## config.mk

```make
export PLATFORM = sky130hd
export DESIGN_NAME = uart_tx_arbiter
export DESIGN_NICKNAME = d
export VERILOG_FILES = /design/src/rtl/uart_tx_arbiter.sv
export SDC_FILE = /design/constraint.sdc
export NUM_CORES = 1
export LEC_CHECK = 0
export ABC_AREA = 1
export CAP_MARGIN = 20
export CELL_PAD_IN_SITES_DETAIL_PLACEMENT = 1
export CELL_PAD_IN_SITES_GLOBAL_PLACEMENT = 1
export CORE_MARGIN = 10
export CORE_UTILIZATION = 37
export DETAILED_ROUTE_END_ITERATION = 12
export PLACE_DENSITY_LB_ADDON = 0.05
export REMOVE_ABC_BUFFERS = 1
export SETUP_SLACK_MARGIN = 0.05
export SYNTH_ARGS = -nofsm -noshare
export SYNTH_HDL_FRONTEND = slang
export SYNTH_SLANG_ARGS = --single-unit
export TNS_END_PERCENT = 100
```

## constraint.sdc

```tcl
create_clock -name clk -period 1.8 [get_ports clk]
set_input_delay 0.27 -clock clk [delete_from_list [all_inputs] [get_ports clk]]
set_output_delay 0.27 -clock clk [all_outputs]
set_load 0.02 [all_outputs]
```

## src/rtl/uart_tx_arbiter.sv

```systemverilog
// Shares one UART DataIn port between a FIFO-buffered CPU byte stream and a
// debug/trace byte stream, granting round-robin one byte at a time.
module uart_tx_arbiter #(
    parameter int DEPTH = 4,
    parameter int AW    = 2
) (
    input  logic          clk,
    input  logic          rst_n,
    input  logic          cpu_valid,
    input  logic [7:0]    cpu_data,
    output logic          cpu_ready,
    input  logic          dbg_valid,
    input  logic [7:0]    dbg_data,
    output logic          dbg_ready,
    output logic          uart_valid,
    output logic [7:0]    uart_data,
    input  logic          uart_ready,
    output logic [AW:0]   cpu_count,
    output logic          ovf,
    input  logic          ovf_clr,
    output logic          busy,
    output logic          state_dbg
);

    // Handshakes: a byte moves on any rising edge where its valid and ready
    // are both high. uart_valid/uart_data stay stable until uart_ready is seen;
    // dbg_data must stay stable while dbg_valid is high; cpu_valid is a push
    // strobe that is dropped (and flagged in ovf) when cpu_ready is low.

    typedef enum logic {
        IDLE = 1'b0,
        HOLD = 1'b1
    } state_t;

    typedef enum logic {
        GNT_CPU = 1'b0,
        GNT_DBG = 1'b1
    } grant_t;

    localparam logic [AW:0] FULL_COUNT = (AW + 1)'(DEPTH);

    logic [7:0]    mem [DEPTH];
    logic [AW-1:0] wr_ptr;
    logic [AW-1:0] rd_ptr;
    logic [AW:0]   count;
    state_t        state;
    grant_t        last_grant;

    logic cpu_req;
    logic push;
    logic pop;
    logic grant_cpu;
    logic grant_dbg;

    // Readiness comes from the registered count only, so a full FIFO refuses
    // a push even in the cycle it pops.
    assign cpu_ready = (count != FULL_COUNT);
    assign cpu_req   = (count != '0);
    assign push      = cpu_valid & cpu_ready;

    assign grant_cpu = (state == IDLE) & cpu_req &
                       (~dbg_valid | (last_grant == GNT_DBG));
    assign grant_dbg = (state == IDLE) & dbg_valid &
                       (~cpu_req | (last_grant == GNT_CPU));
    assign pop       = grant_cpu;

    assign dbg_ready = grant_dbg;
    assign cpu_count = count;
    assign busy      = (state == HOLD) | cpu_req;
    assign state_dbg = logic'(state);

    // Storage needs no reset: the pointers and count define what is valid.
    always_ff @(posedge clk) begin
        if (push) begin
            mem[wr_ptr] <= cpu_data;
        end
    end

    always_ff @(posedge clk or negedge rst_n) begin
        if (!rst_n) begin
            wr_ptr <= '0;
            rd_ptr <= '0;
            count  <= '0;
        end else begin
            if (push) begin
                wr_ptr <= wr_ptr + 1'b1;
            end
            if (pop) begin
                rd_ptr <= rd_ptr + 1'b1;
            end
            case ({push, pop})
                2'b10:   count <= count + 1'b1;
                2'b01:   count <= count - 1'b1;
                default: count <= count;
            endcase
        end
    end

    // A new overflow outranks a clear arriving in the same cycle.
    always_ff @(posedge clk or negedge rst_n) begin
        if (!rst_n) begin
            ovf <= 1'b0;
        end else if (cpu_valid & ~cpu_ready) begin
            ovf <= 1'b1;
        end else if (ovf_clr) begin
            ovf <= 1'b0;
        end
    end

    always_ff @(posedge clk or negedge rst_n) begin
        if (!rst_n) begin
            state      <= IDLE;
            uart_valid <= 1'b0;
            uart_data  <= 8'h00;
            last_grant <= GNT_DBG;
        end else begin
            case (state)
                IDLE: begin
                    if (grant_cpu) begin
                        uart_data  <= mem[rd_ptr];
                        uart_valid <= 1'b1;
                        last_grant <= GNT_CPU;
                        state      <= HOLD;
                    end else if (grant_dbg) begin
                        uart_data  <= dbg_data;
                        uart_valid <= 1'b1;
                        last_grant <= GNT_DBG;
                        state      <= HOLD;
                    end
                end
                HOLD: begin
                    // Leaving HOLD always passes through IDLE, giving one
                    // bubble cycle between bytes.
                    if (uart_ready) begin
                        uart_valid <= 1'b0;
                        state      <= IDLE;
                    end
                end
                default: begin
                    state      <= IDLE;
                    uart_valid <= 1'b0;
                end
            endcase
        end
    end

endmodule
```

# ---- Yosys cells after proc, flatten, opt, wreduce, memory -nomap -nowiden
# Memories as Yosys holds them, arrays and structs flattened.
# Cells that the tools add are included.
dict set report op_classes {
  bitwise_logic 14
  add_sub_neg 4
  n_eq_ne 5
  n_mux 16
  reduce_logical 6
}
# cell n
set ops {}
lappend ops {{$mux 8} 2}
lappend ops {{$mux 1} 11}
lappend ops {{$and 1x1->1} 6}
lappend ops {{$ne 3x3->1 const B} 2}
lappend ops {{$pmux 3 s2} 1}
lappend ops {{$reduce_bool 2->1} 3}
lappend ops {{$not 1->1} 5}
lappend ops {{$add 2x1->2 const B} 2}
lappend ops {{$pmux 1 s2} 2}
lappend ops {{$reduce_and 2->1} 2}
lappend ops {{$add 3x1->3 const B} 1}
lappend ops {{$or 1x1->1} 3}
lappend ops {{$reduce_bool 3->1} 1}
lappend ops {{$sub 3x1->3 const B} 1}
lappend ops {{$eq 2x1->1 const B} 1}
lappend ops {{$eq 2x2->1 const B} 1}
lappend ops {{$ne 2x2->1 const B} 1}
dict set report word_totals {
  word_cells 54
  n_memories 1
  out_inout_bits 17
  mem_bits_rw 32
  regBits 19
  input_bits 22
}
# memory depth word_bits read_ports rd_ports_with_merged_regs wr line_no
set memory_table {}
lappend memory_table {mem 4 8 1 0 1 42} ;# logic [7:0] mem [DEPTH];

# ---- Longest topological paths before layout
dict set report depth {
  ltp_word 7
  mapped_depth 10
  ltp_nobuf 10
}

# ---- Worst setup path after synthesis
# No wires, ideal clock.
dict set report synth_timing {
  path_kind {register -> register}
  startpoint {register count[1] (netlist: cpu_count[1])}
  endpoint {register count[2] (netlist: cpu_count[2])}
  required_time_ns 1.669
  path_stages_with_launch 10
  setup_slack_ns -0.282
  period_less_slack_ns 2.082
  arrival_time_ns 1.951
  path_buffers 0
  setup_ns 0.131
  path_cell_list {dfrtp_1 > nor2_4 > nand2_1 > nand2_2 > ha_1 > inv_1 > fa_1 > a21oi_1 > o21ai_0 > xor2_1}
}
dict set report synth_between {
  word_cells_on_any_way 11
  classes_between {add/sub: 2; eq/ne: 3; mux: 1; bitwise: 3; reduce/logical: 2}
}
# item line_no
set synth_lines {}
lappend synth_lines {{from (decl)} 45} ;# logic [AW:0] count;
lappend synth_lines {{from (signal assigned)} 92} ;# 2'b10: count <= count + 1'b1;
lappend synth_lines {{from (signal assigned)} 93} ;# 2'b01: count <= count - 1'b1;
lappend synth_lines {{from (signal assigned)} 94} ;# default: count <= count;
lappend synth_lines {{$ne 3x3->1 *} 57} ;# assign cpu_ready = (count != FULL_COUNT);
lappend synth_lines {{net cpu_ready} 11} ;# output logic cpu_ready,
lappend synth_lines {{$and 1x1->1 *} 59} ;# assign push = cpu_valid & cpu_ready;
lappend synth_lines {{$eq 2x1->1 / $eq 2x2->1 (equally long branches)} 91} ;# case ({push, pop})
lappend synth_lines {{$pmux 3 s2 / $reduce_bool 2->1 (equally long branches)} --}
# The timed path passes the listed nets; every way through them passes the cells marked *.
# A chain may end at the register's enable or synchronous reset.

# ---- Worst setup path in the final report
dict set report layout_timing {
  startpoint {register count[0] (netlist: cpu_count[0])}
  endpoint {register count[2] (netlist: cpu_count[2])}
}
dict set report layout_between {
  elab_chain_len 5
  word_cells_on_any_way 11
  classes_between {add/sub: 2; eq/ne: 3; mux: 1; bitwise: 3; reduce/logical: 2}
}
# item line_no
set layout_lines {}
lappend layout_lines {{$reduce_bool 3->1} 58} ;# assign cpu_req = (count != '0);
lappend layout_lines {{$and 1x1->1 (2 in a row)} 61} ;# assign grant_cpu = (state == IDLE) & cpu_req &
lappend layout_lines {{$eq 2x1->1 / $eq 2x2->1 (equally long branches)} 91}
lappend layout_lines {{$pmux 3 s2 / $reduce_bool 2->1 (equally long branches)} --}
# Parallel ways exist; a longest one is shown, timed or not.

==> results.md <==
- Max Slew Vio Count: 0
- Met3 WL: ~220 um
- Maximum vdd drop: ~0.0010 V
- Initial antenna violation count: 0
- RSZ-0062 raised after global routing: yes
- Worst path arrival time: about 2000 ps
- Clk slew on worst S/H paths: 90 ps
- # DRC: 0
- Register bit total from synthesis: 51
- CTS sink cnt: 51
- Starting density of the core: between 30 and 40%
- First drt pass iteration count: 4
- Final WL: 5640 um
- Minimum clock period: approximately 1800 ps
- Reg2reg start: cpu_count[0]
- Mapped Cells: 220
- Synth-to-Final Area Change: 31.0%
- DP Wirelength: between 4000 and 5000 um
- Synth area leader: edfxtp_1
- Critical Path Sink: cpu_count[2]
- F_max: 0.567 GHz
- Post-synthesis area per instance: approximately 11 um2
- Vias in the first global route: around 1,800
- DP Worst Slack: -328 ps
- Largest net degree at the start of global routing: 20
- Starting DRT DRC Count: 23
- FF-to-FF End: cpu_count[2]
- Final worst slack: between 30 and 40 ps
- Top-area cell type share of the netlist area: 41.5%
- Status: finished clean
- WS Path Type: flip-flop to flip-flop
- Setup TNS: 0 ps
- Seq pwr share: between 30 and 40%
- Die Y: slightly below 100 um
- HP Class: input pin to async pin
- TritonCTS clock tree: built
- Synth cell types: 25
- Htree depth: 2
- Core ar.: ~0.006 mm2
- Worst slew margin: between 60% and 70%
- Static leakage: around 1.4 nW
- Post-synth EDFFs: 32
- Port Buf Inserts: 38
- Drt wl/cell: approximately 16 um
- Top sig layer: met4
- Pwr per Cell Area: around 1700 mW/mm2
- Top FF cell, synth: edfxtp_1
- Total number of vias: roughly 1,700
- Clk buf depth: 2
- Metal2 WL: around 3000 um
- Ant. Diodes: 0
- Net switching power: about 2.1 mW
- Nets: 310
- Logic pwr share: between 40% and 50%
- Final Skew: 4.06 ps
- Worst-path fanout max: 3
- Num ports: 39
- R2R depth: 9
- Worst-margin pin slew: around 500 ps
- Clock latency on the worst-skew pair: around 300 ps
- WP data required: just under 2000 ps
- Worst setup path start: cpu_count[0]
- Die span in x: between 90 and 100 um
- Sw Share: 40.1%
- Reg-to-reg slack, setup: around 37 ps
- Startpoint Class: flip-flop
- Fraction of layout cells with a size suffix above 1: approximately a fifth
- Ys async rst share: a little under two fifths
- Max_cap viols: 0
- Num CTS Buffers: 5
- Mapped Area: between 0.002 and 0.0025 mm2
- Most frequent cell after synthesis: nand2_1
- Final setup viols: 0
- Tcrit/Tclk final: between 90% and 100%
- CTS root buffer: clkbuf_8
- Yosys Warn Count: 0
- Final hold violation count: 0
- Global Route Usage Sum: a little under an eighth
- Cell Int Power: ~3.1 mW
- Clk pwr share: 15.4%
- First-pass GRT wire length: around 9100 um
- Post-route ant nets: 0
- DIE AREA: slightly below 0.01 mm2
- WL met1: about 2400 um
- Post-synth top cells: nand2_1 (76), edfxtp_1 (32), nand3_1 (26)
- Gr ovfl total: 0
- Post-synthesis sequential area ratio: between 60% and 70%
- # hold bufs at CTS: 0
- Synth area leaders: edfxtp_1 (41%), dfrtp_1 (19%), nand2_1 (12%), nand3_1 (5.6%), inv_1 (3.9%)
- RD Place Congestion: approximately 0.69
- Row cnt: 28
- CP endpoint kind: flip-flop
- DR vias/cell: 4.68
==> critical path, cell delays in order, from the launching register on <==
cell,delay (ps)
dfrtp_1,420
nor2_4,160
nand2_1,100
nand2_2,100
ha_4,140
inv_2,40
fa_2,340
a21oi_2,130
o21ai_1,80
xor2_1,140
==> layout by cell type (no fill, tap or decap), types with 2 or more instances in the layout <==
master,count
o21ai_1,2
xor2_1,3
nand2_2,7
nand3_1,26
o21ai_0,4
ha_1,4
inv_2,5
clkdlybuf4s50_1,33
dfrtp_1,18
buf_4,20
clkbuf_2,2
nor2_1,5
dlymetal6s2s_1,2
edfxtp_1,32
nand2_4,3
inv_1,20
clkbuf_8,5
nand2_1,75
==> final cells by class <==
cell class	count	area (um2)
Fill cell	656	2960
Sequential cell	51	1440
Multi-Input combinational cell	138	733
Timing Repair Buffer	59	546
Inverter	27	114
Tap cell	75	93.8
Clock buffer	5	68.8
Clock inverter	3	42.5
==> power by group through the flow <==
stage	logic [mW]	registers (mW)	clock network, mW
after floorplan	1.16	2.07	0
after global placement	2.43	1.89	0
after detailed placement	2.50	1.90	0
after CTS	2.54	1.88	0.825
after global routing	2.84	1.91	0.869
final	2.52	1.88	0.802
==> metrics by stage <==
stage	hold WS, ps	util [%]	std cells	area, um2	power, mW
floorplan	-25.6	-	216	2260	3.22
global placement	464	48.3	348	2890	4.31
detailed placement	471	48.3	348	2890	4.40
CTS	315	50.4	356	3020	5.24
global route	321	50.7	358	3040	5.62
finish	307	50.7	358	3040	5.20
==> registers in the layout, indices dropped and copies added, names as in the netlist <==
register    flops
cpu_count       3
last_grant      1
mem            32
ovf             1
rd_ptr          2
state_dbg       1
uart_data       8
uart_valid      1
wr_ptr          2
==> logic make-up after synthesis <==
group	count (synthesis)	synth area share, %
and+or+nand+nor	119	23.6
xor gates and xnor gates	4	1.51
buffers and inverters	31	7.24
AOI/OAI and AO/OA	9	2.05
DFF	51	62.0
adders and majority gates	6	3.56
==> layer usage <==
layer	up-vias	GRT usage, %
li1	827	-
met1	821	13.2
met2	27	21.1
met3	2	2.91
met4	0	2.65
met5	-	0
==> repair_timing <==
item | 4_1_cts | 5_1_grt
setup buffers | 0 | 2
resized for setup | 11 | 10
pin swaps | 3 | 3
setup endpoints to repair | 5 | 7
==> how the worst min path moves through the flow <==
stage	slack, ps	endpoint	cells past startpoint
after floorplan	-30	cpu_count[0]	0
after global placement	460	uart_data[2]	2
after detailed placement	470	uart_data[5]	2
after CTS	310	uart_data[4]	2
after global routing	320	uart_data[3]	2
final	310	uart_data[4]	2
No activity file was read; power rests on OpenSTA's default activity.
